===== src/rtl/uart_tx_sequencer.sv =====
// UART transmit frame sequencer: accepts a byte on a valid/ready handshake and
// serialises start, 8 data bits (LSB first), optional parity and stop bits.
module uart_tx_sequencer #(
   parameter int unsigned CLKS_PER_BIT = 434,
   parameter int unsigned PARITY_EN    = 0,
   parameter int unsigned PARITY_ODD   = 0,
   parameter int unsigned STOP_BITS    = 1
) (
   input  logic       clk,
   input  logic       reset,
   input  logic [7:0] tx_data,
   input  logic       tx_valid,
   output logic       tx_ready,
   output logic       tx_serial,
   output logic       tx_busy,
   output logic       tx_done
);

   localparam int unsigned       BAUD_W    = $clog2(CLKS_PER_BIT);
   localparam logic [BAUD_W-1:0] BAUD_LAST = BAUD_W'(CLKS_PER_BIT - 1);
   localparam logic              STOP_LAST = 1'(STOP_BITS - 1);

   typedef enum logic [2:0] {
      IDLE,
      START,
      DATA,
      PARITY,
      STOP
   } state_t;

   state_t            state_q, state_d;
   logic [BAUD_W-1:0] baud_q, baud_d;
   logic [2:0]        bit_q, bit_d;
   logic              stop_q, stop_d;
   logic [7:0]        data_q, data_d;
   logic              parity_q, parity_d;
   logic              serial_q, serial_d;
   logic              ready_q, ready_d;
   logic              busy_q, busy_d;
   logic              done_q, done_d;
   logic              bit_end;

   always_ff @(posedge clk) begin
      if (reset) begin
         state_q  <= IDLE;
         baud_q   <= '0;
         bit_q    <= '0;
         stop_q   <= 1'b0;
         data_q   <= '0;
         parity_q <= 1'b0;
         serial_q <= 1'b1;
         ready_q  <= 1'b1;
         busy_q   <= 1'b0;
         done_q   <= 1'b0;
      end else begin
         state_q  <= state_d;
         baud_q   <= baud_d;
         bit_q    <= bit_d;
         stop_q   <= stop_d;
         data_q   <= data_d;
         parity_q <= parity_d;
         serial_q <= serial_d;
         ready_q  <= ready_d;
         busy_q   <= busy_d;
         done_q   <= done_d;
      end
   end

   // Every output is registered, so the value for the next bit period is
   // loaded into serial_d on the boundary edge that ends the current one.
   always_comb begin
      state_d  = state_q;
      baud_d   = baud_q;
      bit_d    = bit_q;
      stop_d   = stop_q;
      data_d   = data_q;
      parity_d = parity_q;
      serial_d = serial_q;
      ready_d  = ready_q;
      busy_d   = busy_q;
      done_d   = 1'b0;
      bit_end  = (baud_q == BAUD_LAST);

      if (state_q != IDLE) begin
         baud_d = bit_end ? '0 : baud_q + BAUD_W'(1);
      end

      unique case (state_q)
         IDLE: begin
            if (tx_valid && ready_q) begin
               data_d   = tx_data;
               parity_d = (^tx_data) ^ (PARITY_ODD != 0);
               baud_d   = '0;
               bit_d    = '0;
               stop_d   = 1'b0;
               serial_d = 1'b0;
               ready_d  = 1'b0;
               busy_d   = 1'b1;
               state_d  = START;
            end
         end
         START: begin
            if (bit_end) begin
               serial_d = data_q[0];
               state_d  = DATA;
            end
         end
         DATA: begin
            if (bit_end) begin
               if (bit_q == 3'd7) begin
                  bit_d = '0;
                  if (PARITY_EN != 0) begin
                     serial_d = parity_q;
                     state_d  = PARITY;
                  end else begin
                     serial_d = 1'b1;
                     state_d  = STOP;
                  end
               end else begin
                  bit_d    = bit_q + 3'd1;
                  serial_d = data_q[bit_q + 3'd1];
               end
            end
         end
         PARITY: begin
            if (bit_end) begin
               serial_d = 1'b1;
               state_d  = STOP;
            end
         end
         STOP: begin
            if (bit_end) begin
               if (stop_q == STOP_LAST) begin
                  stop_d   = 1'b0;
                  serial_d = 1'b1;
                  ready_d  = 1'b1;
                  busy_d   = 1'b0;
                  done_d   = 1'b1;
                  state_d  = IDLE;
               end else begin
                  stop_d = stop_q + 1'b1;
               end
            end
         end
         default: begin
            state_d = IDLE;
         end
      endcase
   end

   assign tx_serial = serial_q;
   assign tx_ready  = ready_q;
   assign tx_busy   = busy_q;
   assign tx_done   = done_q;

endmodule

===== config.mk =====
export PLATFORM = sky130hd
export DESIGN_NAME = uart_tx_sequencer
export DESIGN_NICKNAME = d
export VERILOG_FILES = /design/src/rtl/uart_tx_sequencer.sv
export SDC_FILE = /design/constraint.sdc
export NUM_CORES = 1
export LEC_CHECK = 0
export CELL_PAD_IN_SITES_DETAIL_PLACEMENT = 1
export CELL_PAD_IN_SITES_GLOBAL_PLACEMENT = 1
export CORE_ASPECT_RATIO = 1.4
export CORE_UTILIZATION = 40
export CTS_CLUSTER_SIZE = 28
export DETAILED_ROUTE_END_ITERATION = 8
export PLACE_DENSITY = 0.83
export SLEW_MARGIN = 20
export SYNTH_ARGS = -nofsm -noshare
export SYNTH_HDL_FRONTEND = slang
export SYNTH_SLANG_ARGS = --single-unit

===== constraint.sdc =====
create_clock -name clk -period 3 [get_ports clk]
set_input_delay 0.6 -clock clk [delete_from_list [all_inputs] [get_ports clk]]
set_output_delay 0.6 -clock clk [all_outputs]
set_load 0.01 [all_outputs]

* Word level (Yosys, flattened, before mapping)
Cells that the tools add are included.
Operators by class: magnitude comparators 1, bitwise logic cells 2, add/subtract/negate cells 3, equal/unequal tests 13, multiplexer cells 35, reduce and logical (&&, ||, !) cells 13
Operator list (count):
- $mux 9 | 4
- $mux 3 | 10
- $pmux 3 s5 | 1
- $mux 1 | 14
- $ne 2x2->1 const B | 7
- $reduce_and 7->1 | 2
- $add 9x1->9 const B | 1
- $eq 9x9->1 const B | 1
- $eq 3x2->1 const B | 2
- $eq 3x3->1 const B | 2
- $pmux 1 s2 | 3
- $pmux 3 s2 | 1
- $reduce_and 3->1 | 2
- $pmux 1 s5 | 1
- $reduce_bool 5->1 | 1
- $lt 3x4->1 const B | 1
- $reduce_and 4->1 | 1
- $reduce_bool 2->1 | 2
- $add 3x1->3 const B | 1
- $bmux 1 s3 | 1
- $eq 3x1->1 const B | 1
- $logic_not 3->1 | 1
- $reduce_bool 3->1 | 1
- $reduce_or 3->1 | 1
- 4 further kinds | 5
Word-level totals: word-level logic and storage cells 76, output and inout port bits 4, input port bits 11, bits in registers 28

* Logic depth before layout (Yosys ltp)
depth after elaboration 6, gate-level depth with buffers 7, depth with buffers taken out 6

* Worst setup path after synthesis
Ideal clock, no wire load.
path kind register to register, from register bit_q[0], to register serial_q (netlist: tx_serial), library setup time 0.131 ns, path buffers 0, data required time 2.869 ns, stages on the path, launching flop included 6, clock period less this slack 1.881 ns, setup slack 1.119 ns, arrival 1.751 ns, path through dfxtp_1 ha_1 mux4_1 mux2_2 nor4_2 o311ai_1
Between the ends: cells in the longest elaborated chain, start to end 6, elaborated cells between the ends (all ways) 7, classes of those cells add/sub: 1; eq/ne: 1; mux: 5
Ends and longest elaborated chain:
- from (decl) | line 33 | logic [2:0] bit_q, bit_d;
- from (signal assigned) | line 58 | bit_q <= bit_d;
- $add 3x1->3 | line 121 | serial_d = data_q[bit_q + 3'd1];
- $bmux 1 s3 | line 121
- $mux 1 (not written as such) | line 121
- $mux 1 (*) | line 110 | if (bit_q == 3'd7) begin
- $mux 1 (*) | line 109 | if (bit_end) begin
- $pmux 1 s5 (*) | line 88 | unique case (state_q)
- to (signal assigned) | line 62 | serial_q <= serial_d;
- to (decl) | line 37 | logic serial_q, serial_d;
Every way passes the cells marked *; elsewhere a longest branch is shown, timed or not. The select of a mux whose other input is x is not followed. A chain may end at the register's enable or synchronous reset.

* Worst setup path in the final report
Same ends and word-level chain as after synthesis.

==> flow_summary.html <==
<table>
<tr><th>Metric</th><th>Value</th></tr>
<tr><th colspan="2">Run status</th></tr>
<tr><td>Run status</td><td>complete, no violations</td></tr>
<tr><th colspan="2">Clocking</th></tr>
<tr><td>CTS buffer count</td><td>3</td></tr>
<tr><td># clock sinks</td><td>27</td></tr>
<tr><td>Resize count post-CTS</td><td>0</td></tr>
<tr><td>Clock tree from TritonCTS</td><td>built</td></tr>
<tr><td>Clock-pin slew on the worst setup and hold paths</td><td>0.09 ns</td></tr>
<tr><td># Post-CTS Setup Buffers</td><td>0</td></tr>
<tr><td>CTS H-tree depth</td><td>1</td></tr>
<tr><td>Cell at the root of the clock tree</td><td>clkbuf_8</td></tr>
<tr><td>Number of hold buffers added after cts</td><td>0</td></tr>
<tr><td>Number of buffers on the longest clock path</td><td>2</td></tr>
<tr><td>Worst skew pair latency</td><td>between 0.2 and 0.3 ns</td></tr>
<tr><th colspan="2">Route</th></tr>
<tr><td>Number of design rule violations left after detail routing</td><td>0</td></tr>
<tr><td>Vias per cell</td><td>around 5.9</td></tr>
<tr><td>DRT iter0 DRCs</td><td>11</td></tr>
<tr><td>Via count</td><td>between 1000 and 1500</td></tr>
<tr><td>Remaining number of nets flagged by the antenna check after routing</td><td>0</td></tr>
<tr><td>Avg WL per Cell</td><td>16.7 um</td></tr>
<tr><td>DR pass1 iterations</td><td>4</td></tr>
<tr><td>Final wirelength</td><td>about 3400 um</td></tr>
<tr><th colspan="2">Floorplan</th></tr>
<tr><td>Floorplan die area</td><td>about 3600 um2</td></tr>
<tr><td>Starting density of the core</td><td>0.426</td></tr>
<tr><td>Site Rows</td><td>24</td></tr>
<tr><td>Die width</td><td>51.0 um</td></tr>
<tr><td>Placeable core region</td><td>3150 um2</td></tr>
<tr><td>Chip height</td><td>70.6 um</td></tr>
<tr><td>Io pins</td><td>15</td></tr>
<tr><th colspan="2">Synth</th></tr>
<tr><td>Top area cells in the synthesized netlist</td><td>dfxtp_1, a21oi_1, nand2_1, mux4_1, ha_1</td></tr>
<tr><td>Area share of the largest cell type after synthesis</td><td>0.402</td></tr>
<tr><td>Share of flip-flops with an asynchronous set or reset after synthesis</td><td>0</td></tr>
<tr><td>Count of distinct cell types in the synthesized netlist</td><td>40</td></tr>
<tr><td>Post-synthesis average cell area</td><td>8.56 um2</td></tr>
<tr><td>Most common cell in the synthesized netlist</td><td>dfxtp_1</td></tr>
<tr><td>Dominant synthesized flop cell</td><td>dfxtp_1</td></tr>
<tr><td>Net Count, Synth</td><td>~170</td></tr>
<tr><td>Sequential-to-total area share from yosys stat</td><td>0.402</td></tr>
<tr><td>Leading post-synthesis cells by instance count</td><td>dfxtp_1, nand2_1, a21oi_1</td></tr>
<tr><td>Number of synthesized flops with an enable pin</td><td>0</td></tr>
<tr><td>Synth Warn #</td><td>0</td></tr>
<tr><td>Synth area leader</td><td>dfxtp_1</td></tr>
<tr><td>Mapped cell area</td><td>between 1000 and 1500 um2</td></tr>
<tr><td>Cells after Synth</td><td>157</td></tr>
<tr><td>Post-synthesis register bit count</td><td>27</td></tr>
<tr><th colspan="2">GRT</th></tr>
<tr><td>Combined global-route utilization of all metal layers</td><td>0.210</td></tr>
<tr><td>Largest net degree at the start of global routing</td><td>27</td></tr>
<tr><td>Final global-route overflow total</td><td>0</td></tr>
<tr><td>First-pass GRT wire length</td><td>about 5900 um</td></tr>
<tr><td>Antenna violations before repair</td><td>0</td></tr>
<tr><td>Vias in the first global route</td><td>around 1300</td></tr>
<tr><th colspan="2">Placed design</th></tr>
<tr><td>Final Wtd Congestion</td><td>roughly 0.77</td></tr>
<tr><td>Number of I/O port buffers</td><td>14</td></tr>
<tr><td>Detailed Place HPWL</td><td>2580 um</td></tr>
<tr><td>Worst slack at placement</td><td>about 0.9 ns</td></tr>
<tr><th colspan="2">STA</th></tr>
<tr><td>Share of the clock period used by the worst path after layout</td><td>0.686</td></tr>
<tr><td>Final hold viol count</td><td>0</td></tr>
<tr><td>Max_slew headroom</td><td>0.372</td></tr>
<tr><td>Aggregate negative setup slack</td><td>0 ns</td></tr>
<tr><td>Setup repair after global routing missed its margin</td><td>no</td></tr>
<tr><td>Slew @ Worst Pin</td><td>roughly 0.94 ns</td></tr>
<tr><td>Maximum clock rate</td><td>around 490 MHz</td></tr>
<tr><td>Number of pins exceeding their max-slew limit in the final report</td><td>0</td></tr>
<tr><td>Setup-violating endpoint count in the final report</td><td>0</td></tr>
<tr><td>Fin worst setup slack</td><td>~0.94 ns</td></tr>
<tr><td>Clock skew after layout</td><td>about 0.0038 ns</td></tr>
<tr><td>Crit path time final</td><td>just over 2 ns</td></tr>
<tr><th colspan="2">Critical path</th></tr>
<tr><td>Startpoint of the most critical setup path</td><td>bit_q[0]</td></tr>
<tr><td>Source of the worst register-to-register timing path</td><td>bit_q[0]</td></tr>
<tr><td>Worst setup path endpoint</td><td>tx_serial</td></tr>
<tr><td>Reg2reg end</td><td>tx_serial</td></tr>
<tr><td>Crit path capture type</td><td>flip-flop</td></tr>
<tr><td>CP Data Arrival Time</td><td>between 2 and 2.5 ns</td></tr>
<tr><td>Number of logic stages on the critical path including buffering</td><td>5</td></tr>
<tr><td>Critical path class</td><td>reg -&gt; reg</td></tr>
<tr><td>Register-to-register setup slack</td><td>0.94 ns</td></tr>
<tr><td>Slowest cell on the critical path</td><td>mux4_1</td></tr>
<tr><td>Worst Reg-to-Reg Cells</td><td>5</td></tr>
<tr><td>Delay of the slowest critical-path stage</td><td>approximately 0.57 ns</td></tr>
<tr><td>Crit path max-delay family</td><td>multiplexers</td></tr>
<tr><td>Crit Path Max Fanout</td><td>4</td></tr>
<tr><td>Cell breakdown of the critical path</td><td>ha_1, mux4_1, mux2_2, nor4_2, o311ai_1</td></tr>
<tr><td>Worst endpoint required time</td><td>between 3 and 4 ns</td></tr>
<tr><td>Buffering stage count on the worst path with inverters included</td><td>0</td></tr>
<tr><td>Startpoint type of the worst setup path</td><td>flip-flop</td></tr>
<tr><th colspan="2">Power and ir drop</th></tr>
<tr><td>Leakage power of the design</td><td>0.525 nW</td></tr>
<tr><td>Peak supply drop</td><td>around 0.00026 V</td></tr>
<tr><td>Reg power frac</td><td>0.551</td></tr>
<tr><td>Total power draw</td><td>about 710 uW</td></tr>
<tr><td>Net switching power figure</td><td>slightly below 200 uW</td></tr>
<tr><td>Ratio of total power to cell area</td><td>between 400 and 500 nW/um2</td></tr>
<tr><td>Switching fraction of total power</td><td>0.271</td></tr>
<tr><td>Internal Dissipation</td><td>a little over 500 uW</td></tr>
<tr><td>Power share of the clock group</td><td>0.292</td></tr>
<tr><td>Proportion of power drawn by combinational gates</td><td>0.157</td></tr>
<tr><th colspan="2">Layout</th></tr>
<tr><td>Layout overhead on the synthesized area</td><td>14.9%</td></tr>
<tr><td>Share of post-route cells with drive strength above 1</td><td>0.0723</td></tr>
<tr><td>Diode insertion count for antenna repair</td><td>0</td></tr>
<tr><td>Final nets</td><td>182</td></tr>
<tr><th colspan="2">Min path</th></tr>
<tr><td>Type of the worst min-delay path</td><td>reg -&gt; reg</td></tr>
<tr><th colspan="2">Run</th></tr>
<tr><td># Max-Cap Violations</td><td>0</td></tr>
</table>
-- cell usage in the layout (no fill, tap or decap), drive strengths merged, types with 2 or more instances in the layout --
master | netlist | final
o211ai | 3 | 3
a211oi | 3 | 3
clkdlybuf4s50 | 0 | 14
a21oi | 20 | 20
a22oi | 2 | 2
o21ai | 10 | 10
mux4 | 2 | 2
a311oi | 4 | 4
nor2 | 12 | 12
nor4 | 2 | 2
and2 | 2 | 2
nand3 | 3 | 3
nand2 | 26 | 26
inv | 5 | 5
a2111o | 3 | 3
clkbuf | 5 | 3
dfxtp | 27 | 27
nor3 | 3 | 3
ha | 4 | 4
-- worst min path at each step --
| stage | cells after the start | to | start |
|---|---|---|---|
| 2_1_floorplan | 2 | data_q[2] | data_q[2] |
| 6_report | 2 | data_q[3] | data_q[3] |
| 3_5_place_dp | 2 | data_q[3] | data_q[3] |
| 4_1_cts | 2 | data_q[3] | data_q[3] |
| 3_3_place_gp | 2 | data_q[3] | data_q[3] |
| 5_1_grt | 2 | data_q[3] | data_q[3] |
-- final cells by class --
class | count | area [um2]
Fill cell | 382 | 1610
Multi-Input combinational cell | 115 | 742
Sequential cell | 27 | 541
Clock buffer | 3 | 41.3
Tap cell | 39 | 48.8
Timing Repair Buffer | 15 | 148
Inverter | 5 | 18.8
Clock inverter | 1 | 5.00
-- sequential cells by signal, indices dropped and copies added (netlist names) --
signal / count
baud_q: 9
data_q: 8
bit_q: 3
state_q: 3
tx_busy: 1
tx_done: 1
tx_ready: 1
tx_serial: 1
-- layer usage --
| layer | track usage | share of wire | routed length [um] |
|---|---|---|---|
| met1 | 0.224 | 0.39 | 1340 |
| met2 | 0.390 | 0.55 | 1880 |
| met3 | 0.0301 | 0.025 | 85 |
| met4 | 0.102 | 0.032 | 109 |
| met5 | 0 | 0 | 0 |
-- cell families after synthesis --
logic type | Yosys count | share of synthesized area
buffers and inverters | 15 | 0.0456
adder cells (fa/ha/maj) | 4 | 0.0372
AO/OA/AOI/OAI | 50 | 0.238
AND/OR/NAND/NOR | 57 | 0.222
flip-flops | 27 | 0.402
multiplexers | 4 | 0.0549
-- power by group through the flow --
stage | clock [mW] | combinational [mW] | sequential (mW)
global placement | 0 | 0.105 | 0.399
finish | 0.207 | 0.111 | 0.392
CTS | 0.212 | 0.112 | 0.392
detailed placement | 0 | 0.112 | 0.400
global route | 0.231 | 0.124 | 0.395
floorplan | 0 | 0.0726 | 0.394
-- metrics by stage --
| step | hold slack, ns | cells | cell area, um2 | utilization |
|---|---|---|---|---|
| global placement | 0.440 | 201 | 1500 | 0.475 |
| global route | 0.478 | 205 | 1540 | 0.490 |
| finish | 0.454 | 205 | 1540 | 0.490 |
| detailed placement | 0.444 | 201 | 1500 | 0.475 |
| CTS | 0.457 | 205 | 1540 | 0.490 |
| floorplan | 0.432 | 157 | 1340 | - |
-- tightest hold or removal path: cells and delay by family (launching register included) --
kind             cells  cell delay, ns
AO/OA/AOI/OAI        1            0.05
AND/OR/NAND/NOR      1            0.05
flip-flops           1            0.31
(Power assumes the default switching activity.)
